## src/rtl/pipe_stage_reg.sv

```systemverilog
// pipe_stage_reg: inter-stage pipeline register with stall hold/bubble, flush,
// delay-slot feedback, saturating bubble/hold counters and sticky protocol error.
module pipe_stage_reg #(
   parameter int                  DATA_W    = 128,
   parameter int                  STALL_W   = 6,
   parameter int                  STAGE_IDX = 2,
   parameter logic [DATA_W-1:0]   NOP_VALUE = '0,
   parameter int                  CNT_W     = 16
) (
   input  logic               clk,
   input  logic               rst,
   input  logic [STALL_W-1:0] stall,
   input  logic               flush,
   input  logic               in_valid,
   input  logic [DATA_W-1:0]  in_data,
   input  logic               in_dslot_next,
   input  logic               cnt_clr,
   output logic               out_valid,
   output logic [DATA_W-1:0]  out_data,
   output logic               out_dslot_flag,
   output logic [CNT_W-1:0]   bubble_cnt,
   output logic [CNT_W-1:0]   hold_cnt,
   output logic               proto_err
);
   logic              up, dn, hold, bubble;
   logic              valid_q, valid_d, dslot_q, dslot_d, err_q, err_d;
   logic [DATA_W-1:0] data_q, data_d;
   logic [CNT_W-1:0]  bub_q, bub_d, hold_q, hold_d;

   assign up     = stall[STAGE_IDX];
   assign dn     = stall[STAGE_IDX+1];
   assign hold   = up & dn & ~flush;
   assign bubble = up & ~dn & ~flush;

   // Bubble keeps the delay-slot flag so the slot status survives the stall.
   always_comb begin
      valid_d = hold ? valid_q : (flush | up) ? 1'b0 : in_valid;
      data_d  = hold ? data_q : (flush | up) ? NOP_VALUE : in_data;
      dslot_d = flush ? 1'b0 : up ? dslot_q : in_dslot_next;
      bub_d   = cnt_clr ? '0 : (bubble && bub_q != '1) ? bub_q + CNT_W'(1) : bub_q;
      hold_d  = cnt_clr ? '0 : (hold && hold_q != '1) ? hold_q + CNT_W'(1) : hold_q;
      err_d   = err_q | (~up & dn);
   end

   always_ff @(posedge clk or negedge rst) begin
      if (!rst) begin
         valid_q <= 1'b0;
         data_q  <= NOP_VALUE;
         dslot_q <= 1'b0;
         bub_q   <= '0;
         hold_q  <= '0;
         err_q   <= 1'b0;
      end else begin
         valid_q <= valid_d;
         data_q  <= data_d;
         dslot_q <= dslot_d;
         bub_q   <= bub_d;
         hold_q  <= hold_d;
         err_q   <= err_d;
      end
   end

   assign out_valid      = valid_q;
   assign out_data       = data_q;
   assign out_dslot_flag = dslot_q;
   assign bubble_cnt     = bub_q;
   assign hold_cnt       = hold_q;
   assign proto_err      = err_q;
endmodule

```

## config.mk

```make
export PLATFORM = sky130hd
export DESIGN_NAME = pipe_stage_reg
export DESIGN_NICKNAME = d
export VERILOG_FILES = /design/src/rtl/pipe_stage_reg.sv
export SDC_FILE = /design/constraint.sdc
export NUM_CORES = 1
export LEC_CHECK = 0
export BUFFER_PORTS_ARGS = -buffer_cell sky130_fd_sc_hd__buf_2
export CORE_MARGIN = 2
export CORE_UTILIZATION = 46
export DETAILED_ROUTE_END_ITERATION = 10
export HOLD_SLACK_MARGIN = 0.05
export PLACE_DENSITY = 0.79
export SYNTH_ARGS = -nofsm -noshare
export SYNTH_HDL_FRONTEND = slang
export SYNTH_SLANG_ARGS = --single-unit
```

## constraint.sdc

```tcl
create_clock -name clk -period 2.5 [get_ports clk]
set_clock_uncertainty 0.2 [all_clocks]
set_input_delay 0.25 -clock clk [delete_from_list [all_inputs] [get_ports clk]]
set_output_delay 0.25 -clock clk [all_outputs]
set_load 0.02 [all_outputs]
```

==> metrics <==
DRT Wirelength 22.2 mm; vias per cell 5.79; CP max FO 9; CP arrival 2.39 ns; sequential share of the synthesized area 0.640; DRT antenna net count 0; top cell type's share of synthesized area 0.640; final number of setup-violating endpoints 0; critical-path cell list ha_1, and3_1, nand3_1, nor4_1, mux2_1; largest area contributor in the netlist dfrtp_1; Power, Total 0.00623 W; Final WS setup 0.206 ns; first-pass GRT wire length 34.1 mm; antenna violations before repair 0; Syn Area/Cell 13.0 um^2; CTS Buf Count 17; status finished, final reports clean; yosys warns 0; Hold Path Class in -> async; #FFs+latches synth 163; Leak Pwr 5.18 nW; Max Root-Sink Buffers 2; slowest CP cell dfrtp_1; Initial Utilization 0.465; Final Max Slew Viols 0; DR pass1 iterations 5; Slew @ Worst Pin 0.815 ns; max_cap viols 0; Area Growth Syn to Fin 57.8%; met2 GRT Util 0.506; RSZ-0062 raised after global routing false; CP required 2.60 ns; Die Ht 122 um; setup_tns 0 ns; Max-slew headroom 0.456; finished layout cell area 10100 um^2; I/O Buffers 298; GRT Max-Usage Layer met2; Synth area leaders dfrtp_1 (64%), a22o_1 (18%), a21oi_1 (2.0%), clkbuf_1 (1.8%), o31ai_1 (1.4%); worst r2r src hold_cnt[0]$_DFFE_PN0P_; share of cells above drive strength 1 0.380; Largest delay share family, worst path simple AND/OR/NAND/NOR gates; vias in the first global route 6504; pre-CTS setup slack 0.243 ns; critical path class reg -> reg; overall via count from detail_route 6433; filler instances 858; Setup crit start kind flop; GP Congestion 0.796; Core ar. 13700 um^2; Netlist cell types 40; CTS tree built; Die X 122 um; num rows 43; placed cell count 945; synthesized area 6370 um^2; drt drc 0; Setup crit start hold_cnt[0]$_DFFE_PN0P_; Synth Instances 489; die area 14800 um^2; clock sink count 163; synthesized net count 631; Power Dens Cells 620 nW/um^2; met1 Use GR 0.353; Ant. Diodes 0; 1st-iter DRT viols 408; minimum clock period 2.29 ns; cts repair resizes 0; peak supply drop 0.445 mV; non-filler cells, final 1111; Final Hold Vio Count 0; clock latency on the worst-skew pair 0.42 ns; post-DP HPWL 12.5 mm; fin crit share 0.918; Root Buffer clkbuf_16; CTS H-tree lvls 4; Reg clk slew, reported paths 0.06 ns; final net count 1060; gr usage total 0.298; I/O Pins 303; delay of the slowest critical-path stage 0.44 ns; # hold bufs at CTS 134; largest net degree at the start of global routing 76; CP Buf/Inv Count 0; CP Capture Type flop; commonest cells after routing, fill and taps aside buf_2 (297), dfrtp_1 (163), dlygate4sd3_1 (134); highest clock rate 436 MHz; commonest non-fill, non-tap cell in the layout buf_2; WL per Instance 20.0 um; Post-DP Area 8130 um^2; Post-CTS Setup Inserts 0; GR Overflow Total 0; met3 usage 0.0716
==> synth_stat cells (all sizes together) <==
master / n
clkbuf: 31
nor4: 4
or2: 1
dfrtp: 163
a21oi: 25
o21ai: 11
nor3: 2
and2: 2
nand2: 8
nor3b: 2
inv: 4
ha: 2
buf: 8
nand4: 14
and3b: 1
or3: 12
nand2b: 4
and4: 3
a211o: 1
a21o: 1
o31ai: 12
mux2: 4
nor2: 8
or4: 12
nor2b: 7
mux2i: 3
a22o: 129
a31oi: 1
nand3: 8
and3: 5
a311oi: 1
==> metrics by stage <==
stage | util | hold WS (ns)
after floorplan | - | -0.246
after CTS | 0.733 | 0.159
final | 0.733 | 0.158
after global placement | 0.592 | 0.0254
after global routing | 0.733 | 0.203
after detailed placement | 0.592 | 0.0403
==> report_power, final <==
part | switching [W] | internal, W
clock | 0.00107 | 0.00154
combinational | 0.000429 | 0.000391
sequential | 0.0000717 | 0.00274
==> logic make-up (layout without fill, tap and decap cells) <==
kind of cell               Yosys count  after routing  share of synthesized area
AOI/OAI and AO/OA                  181            181                      0.225
adders and majority gates            2              2                    0.00392
buffers and inverters               43            485                     0.0273
DFF                                163            163                      0.640
muxes                                7              7                     0.0118
and+or+nand+nor                     93             93                     0.0926
==> area by class of cell <==
class                      instances  area [um^2]  area share
clock buffer                      22          464      0.0462
sequential                       163         4080       0.406
tap                              180          225      0.0224
inverter                           4         15.0     0.00149
clock inverter                    10          124      0.0123
timing repair buffer             449         3020       0.300
multi-input combinational        283         2130       0.212
==> flip-flops by register name (all words and copies together), names as in the netlist <==
| name | count |
|---|---|
| bubble_cnt | 16 |
| hold_cnt | 16 |
| out_data | 128 |
| out_dslot_flag | 1 |
| out_valid | 1 |
| proto_err | 1 |
==> final timing paths <==
path | end | slack (ns) | depth (start not counted)
min in group clk | hold_cnt[6]$_DFFE_PN0P_ | 0.19 | 2
worst max-delay path | hold_cnt[14]$_DFFE_PN0P_ | 0.21 | 5
worst min-delay path | hold_cnt[5]$_DFFE_PN0P_ | 0.16 | 2
worst max register to register | hold_cnt[14]$_DFFE_PN0P_ | 0.21 | 5
max in group asynchronous | out_data[117]$_DFFE_PN0N_ | 1.28 | 3
worst min register to register | out_data[96]$_DFFE_PN0N_ | 0.30 | 1
==> per-layer routing <==
layer | share of wire | wire [um] | vias up
met2 | 0.52 | 11500 | 371
li1 | - | - | 2750
met3 | 0.073 | 1620 | 84
met4 | 0.044 | 970 | 0
met1 | 0.37 | 8130 | 3228
met5 | 0 | 0 | -
No activity file was read; power rests on OpenSTA's default activity.
